$ cat src/rtl/ncsp_mash_pkg.sv
// ncsp_mash_pkg: shared state encoding, field widths and reset constants
package ncsp_mash_pkg;
    typedef enum logic [2:0] {IDLE, RST, SETTLE, RUN, PHASE} state_e;
    localparam int FRAC_W  = 8;
    localparam int SEED_W  = 12;
    localparam int ORDER_W = 2;
    localparam int PHASE_W = 12;
    localparam logic [SEED_W-1:0]  SEED_RST  = 12'h001;
    localparam logic [ORDER_W-1:0] ORDER_RST = 2'b00;
endpackage

$ cat src/rtl/ncsp_mash_ctrl_if.sv
// ncsp_mash_ctrl_if: configuration handshake, phase request and MASH config bus
interface ncsp_mash_ctrl_if;
    import ncsp_mash_pkg::*;
    logic               i_cfg_valid;
    logic               o_cfg_ready;
    logic               i_cfg_reseed;
    logic [FRAC_W-1:0]  i_cfg_msb, i_cfg_isb, i_cfg_lsb, i_cfg_int;
    logic [ORDER_W-1:0] i_cfg_order;
    logic [SEED_W-1:0]  i_cfg_seed;
    logic               i_phase_req;
    logic [PHASE_W-1:0] i_phaseadd;
    logic               o_phase_ack;
    logic [FRAC_W-1:0]  o_msb, o_isb, o_lsb, o_int;
    logic [SEED_W-1:0]  o_seed;
    logic [ORDER_W-1:0] o_sel_order;
    logic [PHASE_W-1:0] o_phaseadd;
    logic               o_mashreseten, o_phaseadjusten, o_sel_frac, o_running, o_busy;
    modport master (
        output i_cfg_valid, i_cfg_reseed, i_cfg_msb, i_cfg_isb, i_cfg_lsb, i_cfg_int,
               i_cfg_order, i_cfg_seed, i_phase_req, i_phaseadd,
        input  o_cfg_ready, o_phase_ack, o_msb, o_isb, o_lsb, o_int, o_seed, o_sel_order,
               o_phaseadd, o_mashreseten, o_phaseadjusten, o_sel_frac, o_running, o_busy
    );
    modport slave (
        input  i_cfg_valid, i_cfg_reseed, i_cfg_msb, i_cfg_isb, i_cfg_lsb, i_cfg_int,
               i_cfg_order, i_cfg_seed, i_phase_req, i_phaseadd,
        output o_cfg_ready, o_phase_ack, o_msb, o_isb, o_lsb, o_int, o_seed, o_sel_order,
               o_phaseadd, o_mashreseten, o_phaseadjusten, o_sel_frac, o_running, o_busy
    );
endinterface

$ cat src/rtl/ncsp_mash_ctrl_cnt.sv
// ncsp_mash_ctrl_cnt: loadable down-counter with zero flag; holds at zero
module ncsp_mash_ctrl_cnt #(
    parameter int W = 8
) (
    input  logic         clk_i,
    input  logic         rst_ni,
    input  logic         load_i,
    input  logic         dec_i,
    input  logic [W-1:0] val_i,
    output logic         zero_o
);
    logic [W-1:0] cnt_q, cnt_d;
    assign zero_o = cnt_q == '0;
    always_comb cnt_d = load_i ? val_i : (dec_i && !zero_o) ? cnt_q - W'(1) : cnt_q;
    always_ff @(posedge clk_i or negedge rst_ni)
        if (!rst_ni) cnt_q <= '0;
        else         cnt_q <= cnt_d;
endmodule

$ cat src/rtl/ncsp_mash_ctrl.sv
// ncsp_mash_ctrl: cold-start sequencing, glitch-free hops and phase-adjust pulses
// for the NCSP MASH DDSM; all outputs are registers or state decodes.
module ncsp_mash_ctrl import ncsp_mash_pkg::*; #(
    parameter int RST_CYCLES    = 4,
    parameter int SETTLE_CYCLES = 16,
    parameter int PHASE_PULSE   = 2,
    parameter int CNT_W         = 8
) (
    input logic i_clk,
    input logic i_rst_n,
    ncsp_mash_ctrl_if.slave bus
);
    state_e             state_q, state_d;
    logic               accept, load, dec, zero, cap_all, cap_frac, cap_ph, ack_q, ack_d;
    logic [CNT_W-1:0]   load_val;
    logic [FRAC_W-1:0]  msb_q, isb_q, lsb_q, int_q;
    logic [SEED_W-1:0]  seed_q;
    logic [ORDER_W-1:0] order_q;
    logic [PHASE_W-1:0] padd_q;

    assign bus.o_cfg_ready = state_q inside {IDLE, RUN};
    assign accept = bus.i_cfg_valid && bus.o_cfg_ready;
    assign dec    = state_q inside {RST, SETTLE, PHASE};
    assign ack_d  = state_q == PHASE && zero;

    always_comb begin
        state_d  = state_q;
        load     = 1'b0;
        load_val = '0;
        cap_all  = 1'b0;
        cap_frac = 1'b0;
        cap_ph   = 1'b0;
        case (state_q)
            IDLE, RUN: begin
                // a cold start from IDLE ignores reseed; in RUN it selects restart vs hop
                if (accept && (state_q == IDLE || bus.i_cfg_reseed)) begin
                    state_d  = RST;
                    load     = 1'b1;
                    load_val = CNT_W'(RST_CYCLES - 1);
                    cap_all  = 1'b1;
                end else if (accept) begin
                    cap_frac = 1'b1;
                end else if (state_q == RUN && bus.i_phase_req && !ack_q) begin
                    state_d  = PHASE;
                    load     = 1'b1;
                    load_val = CNT_W'(PHASE_PULSE - 1);
                    cap_ph   = 1'b1;
                end
            end
            RST: begin
                state_d  = zero ? SETTLE : RST;
                load     = zero;
                load_val = CNT_W'(SETTLE_CYCLES - 1);
            end
            SETTLE:  state_d = zero ? RUN : SETTLE;
            PHASE:   state_d = zero ? RUN : PHASE;
            default: state_d = IDLE;
        endcase
    end

    ncsp_mash_ctrl_cnt #(.W(CNT_W)) u_cnt (
        .clk_i  (i_clk),
        .rst_ni (i_rst_n),
        .load_i (load),
        .dec_i  (dec),
        .val_i  (load_val),
        .zero_o (zero)
    );

    always_ff @(posedge i_clk or negedge i_rst_n) begin
        if (!i_rst_n) begin
            state_q <= IDLE;
            ack_q   <= 1'b0;
            msb_q   <= '0;
            isb_q   <= '0;
            lsb_q   <= '0;
            int_q   <= '0;
            seed_q  <= SEED_RST;
            order_q <= ORDER_RST;
            padd_q  <= '0;
        end else begin
            state_q <= state_d;
            ack_q   <= ack_d;
            if (cap_all || cap_frac) begin
                msb_q <= bus.i_cfg_msb;
                isb_q <= bus.i_cfg_isb;
                lsb_q <= bus.i_cfg_lsb;
                int_q <= bus.i_cfg_int;
            end
            if (cap_all) begin
                seed_q  <= bus.i_cfg_seed;
                order_q <= bus.i_cfg_order;
            end
            if (cap_ph) padd_q <= bus.i_phaseadd;
        end
    end

    assign bus.o_msb           = msb_q;
    assign bus.o_isb           = isb_q;
    assign bus.o_lsb           = lsb_q;
    assign bus.o_int           = int_q;
    assign bus.o_seed          = seed_q;
    assign bus.o_sel_order     = order_q;
    assign bus.o_phaseadd      = padd_q;
    assign bus.o_phase_ack     = ack_q;
    assign bus.o_mashreseten   = state_q inside {IDLE, RST};
    assign bus.o_phaseadjusten = state_q == PHASE;
    assign bus.o_sel_frac      = state_q inside {RUN, PHASE};
    assign bus.o_running       = state_q == RUN;
    assign bus.o_busy          = state_q inside {RST, SETTLE, PHASE};
endmodule

$ cat src/flat_wrapper.sv
// flat-port wrapper written by rule: the top's interface ports become plain ports
module ncsp_mash_ctrl_flat import ncsp_mash_pkg::*;
#(
    parameter int RST_CYCLES    = 4,
    parameter int SETTLE_CYCLES = 16,
    parameter int PHASE_PULSE   = 2,
    parameter int CNT_W         = 8
)
  (i_clk, i_rst_n, bus_i_cfg_valid, bus_i_cfg_reseed, bus_i_cfg_msb, bus_i_cfg_isb, bus_i_cfg_lsb, bus_i_cfg_int, bus_i_cfg_order, bus_i_cfg_seed, bus_i_phase_req, bus_i_phaseadd, bus_o_cfg_ready, bus_o_phase_ack, bus_o_msb, bus_o_isb, bus_o_lsb, bus_o_int, bus_o_seed, bus_o_sel_order, bus_o_phaseadd, bus_o_mashreseten, bus_o_phaseadjusten, bus_o_sel_frac, bus_o_running, bus_o_busy);
  ncsp_mash_ctrl_if bus_i ();
  input logic i_clk;
  input logic i_rst_n;
  input wire logic [$bits(bus_i.i_cfg_valid)-1:0] bus_i_cfg_valid;
  input wire logic [$bits(bus_i.i_cfg_reseed)-1:0] bus_i_cfg_reseed;
  input wire logic [$bits(bus_i.i_cfg_msb)-1:0] bus_i_cfg_msb;
  input wire logic [$bits(bus_i.i_cfg_isb)-1:0] bus_i_cfg_isb;
  input wire logic [$bits(bus_i.i_cfg_lsb)-1:0] bus_i_cfg_lsb;
  input wire logic [$bits(bus_i.i_cfg_int)-1:0] bus_i_cfg_int;
  input wire logic [$bits(bus_i.i_cfg_order)-1:0] bus_i_cfg_order;
  input wire logic [$bits(bus_i.i_cfg_seed)-1:0] bus_i_cfg_seed;
  input wire logic [$bits(bus_i.i_phase_req)-1:0] bus_i_phase_req;
  input wire logic [$bits(bus_i.i_phaseadd)-1:0] bus_i_phaseadd;
  output wire logic [$bits(bus_i.o_cfg_ready)-1:0] bus_o_cfg_ready;
  output wire logic [$bits(bus_i.o_phase_ack)-1:0] bus_o_phase_ack;
  output wire logic [$bits(bus_i.o_msb)-1:0] bus_o_msb;
  output wire logic [$bits(bus_i.o_isb)-1:0] bus_o_isb;
  output wire logic [$bits(bus_i.o_lsb)-1:0] bus_o_lsb;
  output wire logic [$bits(bus_i.o_int)-1:0] bus_o_int;
  output wire logic [$bits(bus_i.o_seed)-1:0] bus_o_seed;
  output wire logic [$bits(bus_i.o_sel_order)-1:0] bus_o_sel_order;
  output wire logic [$bits(bus_i.o_phaseadd)-1:0] bus_o_phaseadd;
  output wire logic [$bits(bus_i.o_mashreseten)-1:0] bus_o_mashreseten;
  output wire logic [$bits(bus_i.o_phaseadjusten)-1:0] bus_o_phaseadjusten;
  output wire logic [$bits(bus_i.o_sel_frac)-1:0] bus_o_sel_frac;
  output wire logic [$bits(bus_i.o_running)-1:0] bus_o_running;
  output wire logic [$bits(bus_i.o_busy)-1:0] bus_o_busy;
  assign bus_i.i_cfg_valid = bus_i_cfg_valid;
  assign bus_i.i_cfg_reseed = bus_i_cfg_reseed;
  assign bus_i.i_cfg_msb = bus_i_cfg_msb;
  assign bus_i.i_cfg_isb = bus_i_cfg_isb;
  assign bus_i.i_cfg_lsb = bus_i_cfg_lsb;
  assign bus_i.i_cfg_int = bus_i_cfg_int;
  assign bus_i.i_cfg_order = bus_i_cfg_order;
  assign bus_i.i_cfg_seed = bus_i_cfg_seed;
  assign bus_i.i_phase_req = bus_i_phase_req;
  assign bus_i.i_phaseadd = bus_i_phaseadd;
  assign bus_o_cfg_ready = bus_i.o_cfg_ready;
  assign bus_o_phase_ack = bus_i.o_phase_ack;
  assign bus_o_msb = bus_i.o_msb;
  assign bus_o_isb = bus_i.o_isb;
  assign bus_o_lsb = bus_i.o_lsb;
  assign bus_o_int = bus_i.o_int;
  assign bus_o_seed = bus_i.o_seed;
  assign bus_o_sel_order = bus_i.o_sel_order;
  assign bus_o_phaseadd = bus_i.o_phaseadd;
  assign bus_o_mashreseten = bus_i.o_mashreseten;
  assign bus_o_phaseadjusten = bus_i.o_phaseadjusten;
  assign bus_o_sel_frac = bus_i.o_sel_frac;
  assign bus_o_running = bus_i.o_running;
  assign bus_o_busy = bus_i.o_busy;
  ncsp_mash_ctrl #(.RST_CYCLES(RST_CYCLES), .SETTLE_CYCLES(SETTLE_CYCLES), .PHASE_PULSE(PHASE_PULSE), .CNT_W(CNT_W)) u_core (.i_clk(i_clk), .i_rst_n(i_rst_n), .bus(bus_i));
endmodule
$ cat config.mk
export PLATFORM = sky130hd
export DESIGN_NAME = ncsp_mash_ctrl_flat
export DESIGN_NICKNAME = d
export VERILOG_FILES = /design/src/rtl/ncsp_mash_pkg.sv /design/src/rtl/ncsp_mash_ctrl_if.sv /design/src/rtl/ncsp_mash_ctrl_cnt.sv /design/src/rtl/ncsp_mash_ctrl.sv /design/src/flat_wrapper.sv
export SDC_FILE = /design/constraint.sdc
export NUM_CORES = 1
export LEC_CHECK = 0
export ABC_AREA = 1
export CAP_MARGIN = 20
export CORE_MARGIN = 1
export CORE_UTILIZATION = 38
export DETAILED_ROUTE_END_ITERATION = 16
export PLACE_DENSITY = 0.83
export SLEW_MARGIN = 20
export SYNTH_ARGS = -nofsm -noshare
export SYNTH_HDL_FRONTEND = slang
export SYNTH_SLANG_ARGS = --single-unit
export TNS_END_PERCENT = 50
$ cat constraint.sdc
create_clock -name i_clk -period 1.4 [get_ports i_clk]
set_input_delay 0.35 -clock i_clk [delete_from_list [all_inputs] [get_ports i_clk]]
set_output_delay 0.35 -clock i_clk [all_outputs]
set_load 0.01 [all_outputs]
==> After elaboration in Yosys (flattened, before gate mapping) <==
Index checks and enable logic that the tools add are counted.
{ "totals": {"regBits": 70, "inputBits": 63, "word_cells": 60} }
{ "op_classes": {"add_sub_neg": 1, "n_eq_ne": 6, "mux": 24, "n_reduce_logical": 19} }
{ "op_table": {"columns": ["cell", "n"], "rows": [
  ["8-bit two-way mux", 4],
  ["8-bit case mux with 2 select lines", 1],
  ["1-bit two-way mux", 12],
  ["3-bit two-way mux", 4],
  ["3-bit case mux with 4 select lines", 1],
  ["8-bit zero test", 1],
  ["2-bit nonzero test", 4],
  ["8-bit by 1-bit subtractor with 8-bit output, second input constant", 1],
  ["3-bit by 2-bit equality test with 1-bit output, second input constant", 2],
  ["1-bit logical AND", 6],
  ["3-bit by 1-bit equality test with 1-bit output, second input constant", 1],
  ["3-bit equality test, second input constant", 1],
  ["3-bit zero test", 1],
  ["3-bit by 1-bit != test with 1-bit output, second input constant", 1],
  ["3-bit != test, second input constant", 1],
  ["3-bit nonzero test", 1],
  ["1-bit zero test", 2],
  ["1-bit logical OR", 2],
  ["2-bit two-way mux", 1],
  ["1-bit case mux with 2 select lines", 1],
  ["2-bit AND reduction", 1],
  ["2-bit OR reduction", 1]
]} }

==> Depth between registers and ports, before layout <==
Gate-level depths: netlist (run 1).
{ "depth": {"depth_word": 8, "ltp_mapped": 12, "mapped_depth_nobuf": 11} }

==> Cells and area by module <==
Synthesis (run 1) repeated with hierarchy kept, for this count alone.
{ "hier_totals": {"hier_cells": 394, "hier_area_um2": 3189.3} }
{ "modules_own_cells": {"columns": ["module", "n_inst", "cells_each", "area_per_inst_um2", "seq_area_each_um2"], "rows": [
  ["ncsp_mash_ctrl", 1, 301, 2592.5, 1552.7],
  ["ncsp_mash_ctrl_cnt", 1, 93, 596.8, 200.2]
]} }

==> Worst setup path after synthesis (run 1) <==
No wires, ideal clock.
{ "synth_timing": {"kind": "reg2reg", "from": "register u_core.state_q[1]", "to": "register u_core.seed_q[10], in the netlist u_core.bus.o_seed[10]", "setup_time_ns": 0.125, "t_arrival_ns": 1.442, "path_slack_ns": -0.167, "path_stages_with_launch": 7, "path_buffers": 1, "synth_period_minus_slack_ns": 1.567, "path_cell_list": "dfrtp_1 -> nor2_2 -> nand2_2 -> nand2_4 -> nand3_4 -> buf_6 -> mux2_4"} }
{ "synth_via": {"elab_chain_cells": 6} }
{ "synth_rtl": {"columns": ["element", "line_no", "source"], "rows": [
  ["start, declared", "ncsp_mash_ctrl.sv:13", "state_e state_q, state_d;"],
  ["start signal, assigned", "ncsp_mash_ctrl.sv:82", "state_q <= state_d;"],
  ["3-bit by 2-bit equality test with 1-bit output or 3-bit zero test (tied branches)", "ncsp_mash_ctrl.sv:21", "assign bus.o_cfg_ready = state_q inside {IDLE, RUN};"],
  ["2-bit nonzero test *", "ncsp_mash_ctrl.sv:21", null],
  ["net bus_o_cfg_ready", "flat_wrapper.sv:23", "output wire logic [$bits(bus_i.o_cfg_ready)-1:0] bus_o_cfg_ready;"],
  ["1-bit logical AND *", "ncsp_mash_ctrl.sv:22", "assign accept = bus.i_cfg_valid && bus.o_cfg_ready;"],
  ["1-bit logical AND *", "ncsp_mash_ctrl.sv:36", "if (accept && (state_q == IDLE || bus.i_cfg_reseed)) begin"],
  ["1-bit two-way mux *", "ncsp_mash_ctrl.sv:36", null],
  ["1-bit two-way mux *", "ncsp_mash_ctrl.sv:33", "case (state_q)"],
  ["end signal, assigned", "ncsp_mash_ctrl.sv:91", "seed_q <= bus.i_cfg_seed;"],
  ["end, declared", "ncsp_mash_ctrl.sv:17", "logic [SEED_W-1:0] seed_q;"]
]} }
Mark *: on every way through the listed nets, which the timed path passes. The rest lies on a longest branch.
A chain may end at the register's enable or synchronous reset.

==> Worst setup path after layout (run 1) <==
{ "layout_timing": {"from": "register u_core.state_q[1]", "to": "output bus_o_busy"} }
{ "layout_via": {"elab_chain_cells": 2} }
{ "layout_rtl": {"columns": ["element", "line_no", "source"], "rows": [
  ["3-bit by 1-bit equality test with 1-bit output (tied with other cells)", "ncsp_mash_ctrl.sv:110", "assign bus.o_busy = state_q inside {RST, SETTLE, PHASE};"],
  ["3-bit nonzero test *", "ncsp_mash_ctrl.sv:110", null],
  ["end, declared", "flat_wrapper.sv:36", "output wire logic [$bits(bus_i.o_busy)-1:0] bus_o_busy;"]
]} }
Every way passes the cells marked *; elsewhere a longest branch is shown, timed or not.

==> results of run 1 <==
-- cell families (layout without fill, tap and decap cells) --
logic type	after synthesis	count (layout)	share of synthesized area, %
AOI/OAI and AO/OA	5	5	0.910
xor gates and xnor gates	1	1	0.289
adders and majority gates	1	1	0.413
buffers and inverters	29	210	4.96
DFF	70	70	57.9
muxes	58	58	22.3
and+or+nand+nor	79	79	13.2
-- registers in the layout (all words and copies together), names as in the netlist --
register and cells:
u_core.bus.o_seed 12, u_core.bus.o_int 8, u_core.bus.o_lsb 8, u_core.bus.o_phase_ack 1, u_core.bus.o_msb 8, u_core.bus.o_isb 8, u_core.bus.o_sel_order 2, u_core.u_cnt.cnt_q 8
u_core.bus.o_phaseadd 12, u_core.state_q 3
-- final timing paths --
check                               startpoint                   end  slack (ns)  depth (start not counted)
setup / recovery             u_core.state_q[1]            bus_o_busy       -0.24                          4
min in group i_clk         u_core.bus.o_msb[7]   u_core.bus.o_msb[7]        0.50                          1
setup reg to reg             u_core.state_q[1]   u_core.bus.o_isb[6]       -0.23                          7
hold / removal                         i_rst_n   u_core.bus.o_msb[5]      -0.005                          2
max in group asynchronous              i_rst_n  u_core.bus.o_seed[0]        1.03                          2
hold reg to reg            u_core.bus.o_msb[7]   u_core.bus.o_msb[7]        0.50                          1
-- power by group through the flow --
stage	sequential (uW)	combinational, uW	clock (uW)
floorplan	3980	2660	0
global placement	3570	6090	0
detailed placement	3620	6240	0
CTS	3560	6000	2040
global route	3690	6920	2120
finish	3570	6440	1990
-- through the flow --
step	TNS [ns]	instances	hold slack (ns)	cell area (um^2)
final	-14.06	526	-0.00466	5190
after detailed placement	-19.63	498	0.398	4730
after global routing	-18.02	526	0.0341	5190
after global placement	-18.23	498	0.394	4730
after floorplan	-0.827	243	0.0544	3080
after CTS	-11.94	520	0.0204	5030
-- layer usage --
metal	global-route usage, %	vias to the layer above
met4	8.07	0
met5	0	-
met2	31.6	77
met3	5.44	15
met1	22.1	1226
li1	-	1157
-- worst reg2reg max path, cell delays in order (launching register included) --
cell	delay [ns]
dfrtp_2	0.45
buf_4	0.16
nand3_4	0.09
nand2_4	0.06
buf_6	0.13
nand2_8	0.12
clkbuf_16	0.17
mux2_2	0.32
-- layout by cell type, fill, tap and decap left out, types with 7 or more instances in the layout --
cell type	instances
buf_4	28
buf_6	9
nand2_1	35
clkbuf_8	10
inv_1	18
dfrtp_1	67
nand3_1	7
buf_12	8
mux2_2	52
dlygate4sd2_1	42
clkdlybuf4s15_1	16
clkdlybuf4s50_1	61
nor2_1	7
-- what timing repair did --
| action | CTS | global route |
|---|---|---|
| pin swaps | 5 | 6 |
| gates cloned | 0 | 3 |
| gates resized for setup | 112 | 22 |
| setup endpoints to repair | 134 | 90 |
| hold buffers | 0 | 0 |
| buffers inserted | 6 | 3 |
| hold endpoints to repair | 0 | 0 |
-- final cells by class --
type,instances,area [um^2]
well taps,102,128
inverters,23,88.8
flip-flops and latches,70,1760
clock inverters,5,106
multi-input cells,144,1260
repair buffers,171,1710
fillers,564,2540
clock buffers,11,141
==> results.py, run 1 <==
metrics = {
    "run_status": {
        "status": "complete, but fails checks",
        "violations": "hold timing, setup timing",
    },
    "clock_tree": {
        "cts-htree-levels": 3,
        "clk_latency_ns": 0.34,
        "clock_sinks": 70,
        "cts_buffers": 9,
        "tritoncts": "built",
        "cts_root_buffer": "clkbuf_8",
        "path_clk_slew_ns": 0.08,
        "cts_buffer_depth": 2,
    },
    "setup_path": {
        "arrival_ns": 1.29,
        "cp_max_fo": 4,
        "crit_slowest_cell": "dfrtp_2",
        "crit_path_start_kind": "register",
        "cp.required_ns": 1.05,
        "path_cells": "nor2_4 > nand2_2 > nand3_4 > buf_6",
        "path_delay_family": "flip-flops",
        "crit_type": "register to output pin",
        "cpPeakStageDelay_ns": 0.45,
        "end_kind": "output pin",
        "crit_buf_inv": 1,
    },
    "synthesis": {
        "ys_ff_latch": 70,
        "syn_inst": 243,
        "yosysTopAreaCell": "dfrtp_1",
        "avgSynthCellArea_um2": 12.5,
        "async_flop_share_pct": 100,
        "synth_commonest_cells": "dfrtp_1 (69), mux2_2 (52), nand2_1 (42)",
        "ys_warn_count": 0,
        "synth.net_count": 307,
        "synth_top_flop_cell": "dfrtp_1",
        "synth-edff-count": 0,
        "synth.area.top_cells": "dfrtp_1 (57%), mux2_2 (19%), nand2_1 (5.2%), mux2_4 (3.0%), inv_1 (2.7%)",
        "yosysMostFrequentCell": "dfrtp_1",
        "synth.distinct_cells": 26,
        "synth-seq-area-share_pct": 57.9,
        "synth_top_area_share_pct": 57.0,
        "synth_area_mm2": 0.00303,
    },
    "grt": {
        "grt_pass1_vias": 2593,
        "grt_max_degree": 71,
        "globalRouteOverflowTotal": 0,
        "grt_pass1_wl_um": 12100,
        "grtUsageTotal_pct": 18.7,
        "grt_antenna_before_repair": 0,
    },
    "timing": {
        "period_minus_slack_ns": 1.64,
        "tightest_slew_ns": 0.391,
        "slew_headroom_pct": 73.9,
        "final-hold-violation-count": 2,
        "slew_viol_final": 0,
        "finClkSkew_ns": 0.00807,
        "max_freq_mhz": 609,
        "fin_crit_sh_pct": 117,
        "layout_setup_ws_ns": -0.241,
        "holdWs_ns": -0.00466,
        "setup_violations": 75,
        "grt_setup_unrepaired": "yes",
    },
    "routing": {
        "wl_met2_um": 4090,
        "vias_per_cell": 4.71,
        "wl_met3_um": 447,
        "routedWlPerCell_um": 14.8,
        "num_vias": 2475,
        "final_antenna_net_count": 0,
        "drt_iter0_markers": 93,
        "maxUsedRoutingLayer": "met4",
        "wl_met1_um": 3120,
        "drt_first_pass_iters": 5,
        "wl_um": 7780,
        "drc": 0,
    },
    "pwr": {
        "p_leak_uw": 0.00248,
        "peakVddDrop_v": 0.00117,
        "clkPwrFrac_pct": 16.6,
        "power_uw": 12000,
        "p_seq_share_pct": 29.8,
        "p_sw_uw": 4150,
        "powerDensity_mw_per_mm2": 2310,
        "swShare_pct": 34.6,
        "pwr-share-comb_pct": 53.6,
        "power.internal_uw": 7850,
    },
    "floorplanning": {
        "die_y_um": 91.2,
        "pin_count": 128,
        "initial_utilization_pct": 39.2,
        "num_rows": 32,
        "core_mm2": 0.00773,
        "die_x_um": 91.2,
        "die-area_mm2": 0.00833,
    },
    "placed_design": {
        "dp_slack_ns": -0.319,
        "hpwl_um": 5320,
        "gp_congestion": 0.807,
        "portBuffers": 127,
    },
    "cells_and_area": {
        "drive_above_1_share_pct": 38.0,
        "area_growth_syn_to_layout_pct": 71.4,
        "nNetsFinal": 483,
        "diodes": 0,
        "fin_util_pct": 67.1,
    },
    "worst_hold_path": {
        "hp-class": "input pin to async pin",
    },
    "job": {
        "cap_violations": 0,
    },
}
Note: power is estimated with default switching activity, not from simulation.
==> run 2: changes to the inputs <==
--- a/config.mk
+++ b/config.mk
@@ -8,9 +8,10 @@
 export ABC_AREA = 1
 export CAP_MARGIN = 20
 export CORE_MARGIN = 1
-export CORE_UTILIZATION = 38
+export CORE_UTILIZATION = 56
 export DETAILED_ROUTE_END_ITERATION = 16
-export PLACE_DENSITY = 0.83
+export DONT_BUFFER_PORTS = 1
+export PLACE_DENSITY = 0.81
 export SLEW_MARGIN = 20
 export SYNTH_ARGS = -nofsm -noshare
 export SYNTH_HDL_FRONTEND = slang
==> results.py, run 2 (synthesis gave the netlist of run 1 again) <==
metrics = {
    "cells_and_area": {
        "area_growth_syn_to_layout_pct": 25.5,
        "diodes": 0,
        "final-seq-area_mm2": 0.00176,
        "final_cell_mix": "dfrtp_1 (67), mux2_2 (52), nand2_1 (35), buf_4 (26), inv_1 (16)",
        "multiInputGateArea_mm2": 0.00125,
        "final_common_cell": "dfrtp_1",
        "nFillCells": 357,
        "nNetsFinal": 352,
        "drive_above_1_share_pct": 52.2,
        "instances_no_fill": 363,
    },
    "placed_design": {
        "portBuffers": 0,
        "placed_cells": 334,
        "hpwl_um": 4380,
        "gp_congestion": 0.835,
    },
    "timing": {
        "layout_setup_ws_ns": -0.221,
        "grt_setup_unrepaired": "yes",
        "final-hold-violation-count": 70,
        "fin_tns_setup_ns": -11.37,
        "slew_headroom_pct": 75.6,
        "tightest_slew_ns": 0.363,
        "finClkSkew_ns": 0.0107,
        "holdWs_ns": -0.304,
        "period_minus_slack_ns": 1.62,
        "slew_viol_final": 0,
        "max_freq_mhz": 617,
        "fin_crit_sh_pct": 116,
        "setup_violations": 74,
    },
    "clock_tree": {
        "path_clk_slew_ns": 0.07,
        "tritoncts": "built",
        "cts_buffer_depth": 2,
        "clk_latency_ns": 0.34,
        "cts-htree-levels": 3,
        "cts_root_buffer": "clkbuf_8",
        "cts_buffers": 9,
        "clock_sinks": 70,
    },
    "routing": {
        "drt_first_pass_iters": 4,
        "num_vias": 1977,
        "drt_iter0_markers": 80,
        "final_antenna_net_count": 0,
        "routedWlPerCell_um": 18.4,
        "drc": 0,
        "vias_per_cell": 5.45,
        "wl_um": 6670,
    },
    "grt": {
        "grt_max_degree": 71,
        "globalRouteOverflowTotal": 0,
        "grt_pass1_vias": 2014,
        "grt_pass1_wl_um": 9380,
        "grt_antenna_before_repair": 0,
        "grtUsageTotal_pct": 23.0,
    },
    "floorplanning": {
        "die_x_um": 75.5,
        "die-area_mm2": 0.00570,
        "num_rows": 26,
        "initial_utilization_pct": 58.9,
        "core_mm2": 0.00514,
        "pin_count": 128,
        "die_y_um": 75.5,
    },
    "pwr": {
        "peakVddDrop_v": 0.00150,
        "powerDensity_mw_per_mm2": 2630,
        "p_leak_uw": 0.00182,
    },
    "setup_path": {
        "crit_slowest_cell": "dfrtp_2",
        "path_delay_family": "flip-flops",
        "r2r_start": "u_core.state_q[1]",
        "crit_path_start_kind": "register",
        "end_kind": "output pin",
        "r2r_cells": 7,
        "cpPeakStageDelay_ns": 0.46,
        "reg2reg_slack_ns": -0.21,
        "cp.required_ns": 1.05,
        "arrival_ns": 1.27,
        "crit_type": "register to output pin",
        "crit_buf_inv": 2,
        "reg2reg_to": "u_core.bus.o_sel_order[0]",
        "cp_max_fo": 6,
        "path_cells": "buf_4 > nand3_2 > nand3_4 > buf_6",
    },
    "run_status": {
        "violations": "hold timing, setup timing",
        "status": "complete, but fails checks",
    },
    "worst_hold_path": {
        "hp-class": "input pin to async pin",
    },
    "job": {
        "cap_violations": 0,
    },
}
run 2: cell types whose count changed in the layout (fill, tap and decap cells not counted), moves of 3 or more:
cell | previous run | this run
clkinv_2 | 0 | 4
nor2_1 | 7 | 4
bufinv_16 | 3 | 0
buf_12 | 8 | 5
buf_2 | 4 | 0
clkdlybuf4s50_1 | 61 | 0
buf_6 | 9 | 6
dlygate4sd2_1 | 42 | 0
clkdlybuf4s15_1 | 16 | 0
run 2: worst reg2reg max path, stage by stage, from the launching register on:
cell     delay [ns]
dfrtp_2        0.46
nor2_4         0.18
nand2_4        0.08
buf_6          0.12
nand2_4        0.06
nand3_4        0.13
buf_12         0.18
mux2_4         0.29
run 2: worst max-delay path by stage:
| stage | start | end | slack [ns] | depth (start not counted) |
|---|---|---|---|---|
| 2_1_floorplan | u_core.state_q[1] | u_core.bus.o_seed[10] | -0.12 | 6 |
| 3_3_place_gp | u_core.state_q[2] | u_core.u_cnt.cnt_q[6] | -0.04 | 6 |
| 3_5_place_dp | u_core.u_cnt.cnt_q[1] | u_core.u_cnt.cnt_q[1] | -0.09 | 10 |
| 4_1_cts | u_core.state_q[2] | bus_o_busy | -0.21 | 4 |
| 5_1_grt | u_core.state_q[1] | u_core.u_cnt.cnt_q[1] | -0.28 | 9 |
| 6_report | u_core.state_q[1] | bus_o_busy | -0.22 | 4 |
run 2: power breakdown:
group,switching [uW],total (uW),internal (uW)
logic,1970,4390,2420
clock network,757,1440,684
registers,1130,4170,3040
total,3860,10000,6150
run 2: final cells by class:
| class | count | area share (%) |
|---|---|---|
| sequential | 70 | 46.2 |
| inverter | 23 | 2.41 |
| timing repair buffer | 40 | 11.6 |
| tap | 70 | 2.31 |
| multi-input combinational | 144 | 32.9 |
| clock buffer | 10 | 3.62 |
| clock inverter | 6 | 0.988 |
run 2: what timing repair did:
item | CTS | global route
gates resized for setup | 22 | 12
endpoints found under the hold margin | 70 | 70
cloned | 1 | 2
setup buffers | 8 | 2
setup endpoints to repair | 75 | 75
pin swaps | 9 | 10
run 2: metal layers:
layer / track usage (%) / vias up / routed length [um]
met2: 37.1 / 76 / 3570
met3: 8.07 / 11 / 476
met5: 0 / - / 0
met1: 28.0 / 993 / 2520
met4: 10.3 / 0 / 105
li1: - / 897 / -
run 2: per-stage QoR:
stage / utilization, % / total power, uW / instance area [um^2] / worst slack [ns]
2_1_floorplan: - / 6640 / 3080 / -0.116
3_3_place_gp: 65.1 / 7540 / 3350 / -0.0419
3_5_place_dp: 65.1 / 7760 / 3350 / -0.0925
4_1_cts: 71.8 / 9690 / 3690 / -0.208
5_1_grt: 73.9 / 10600 / 3800 / -0.277
6_report: 73.9 / 10000 / 3800 / -0.221
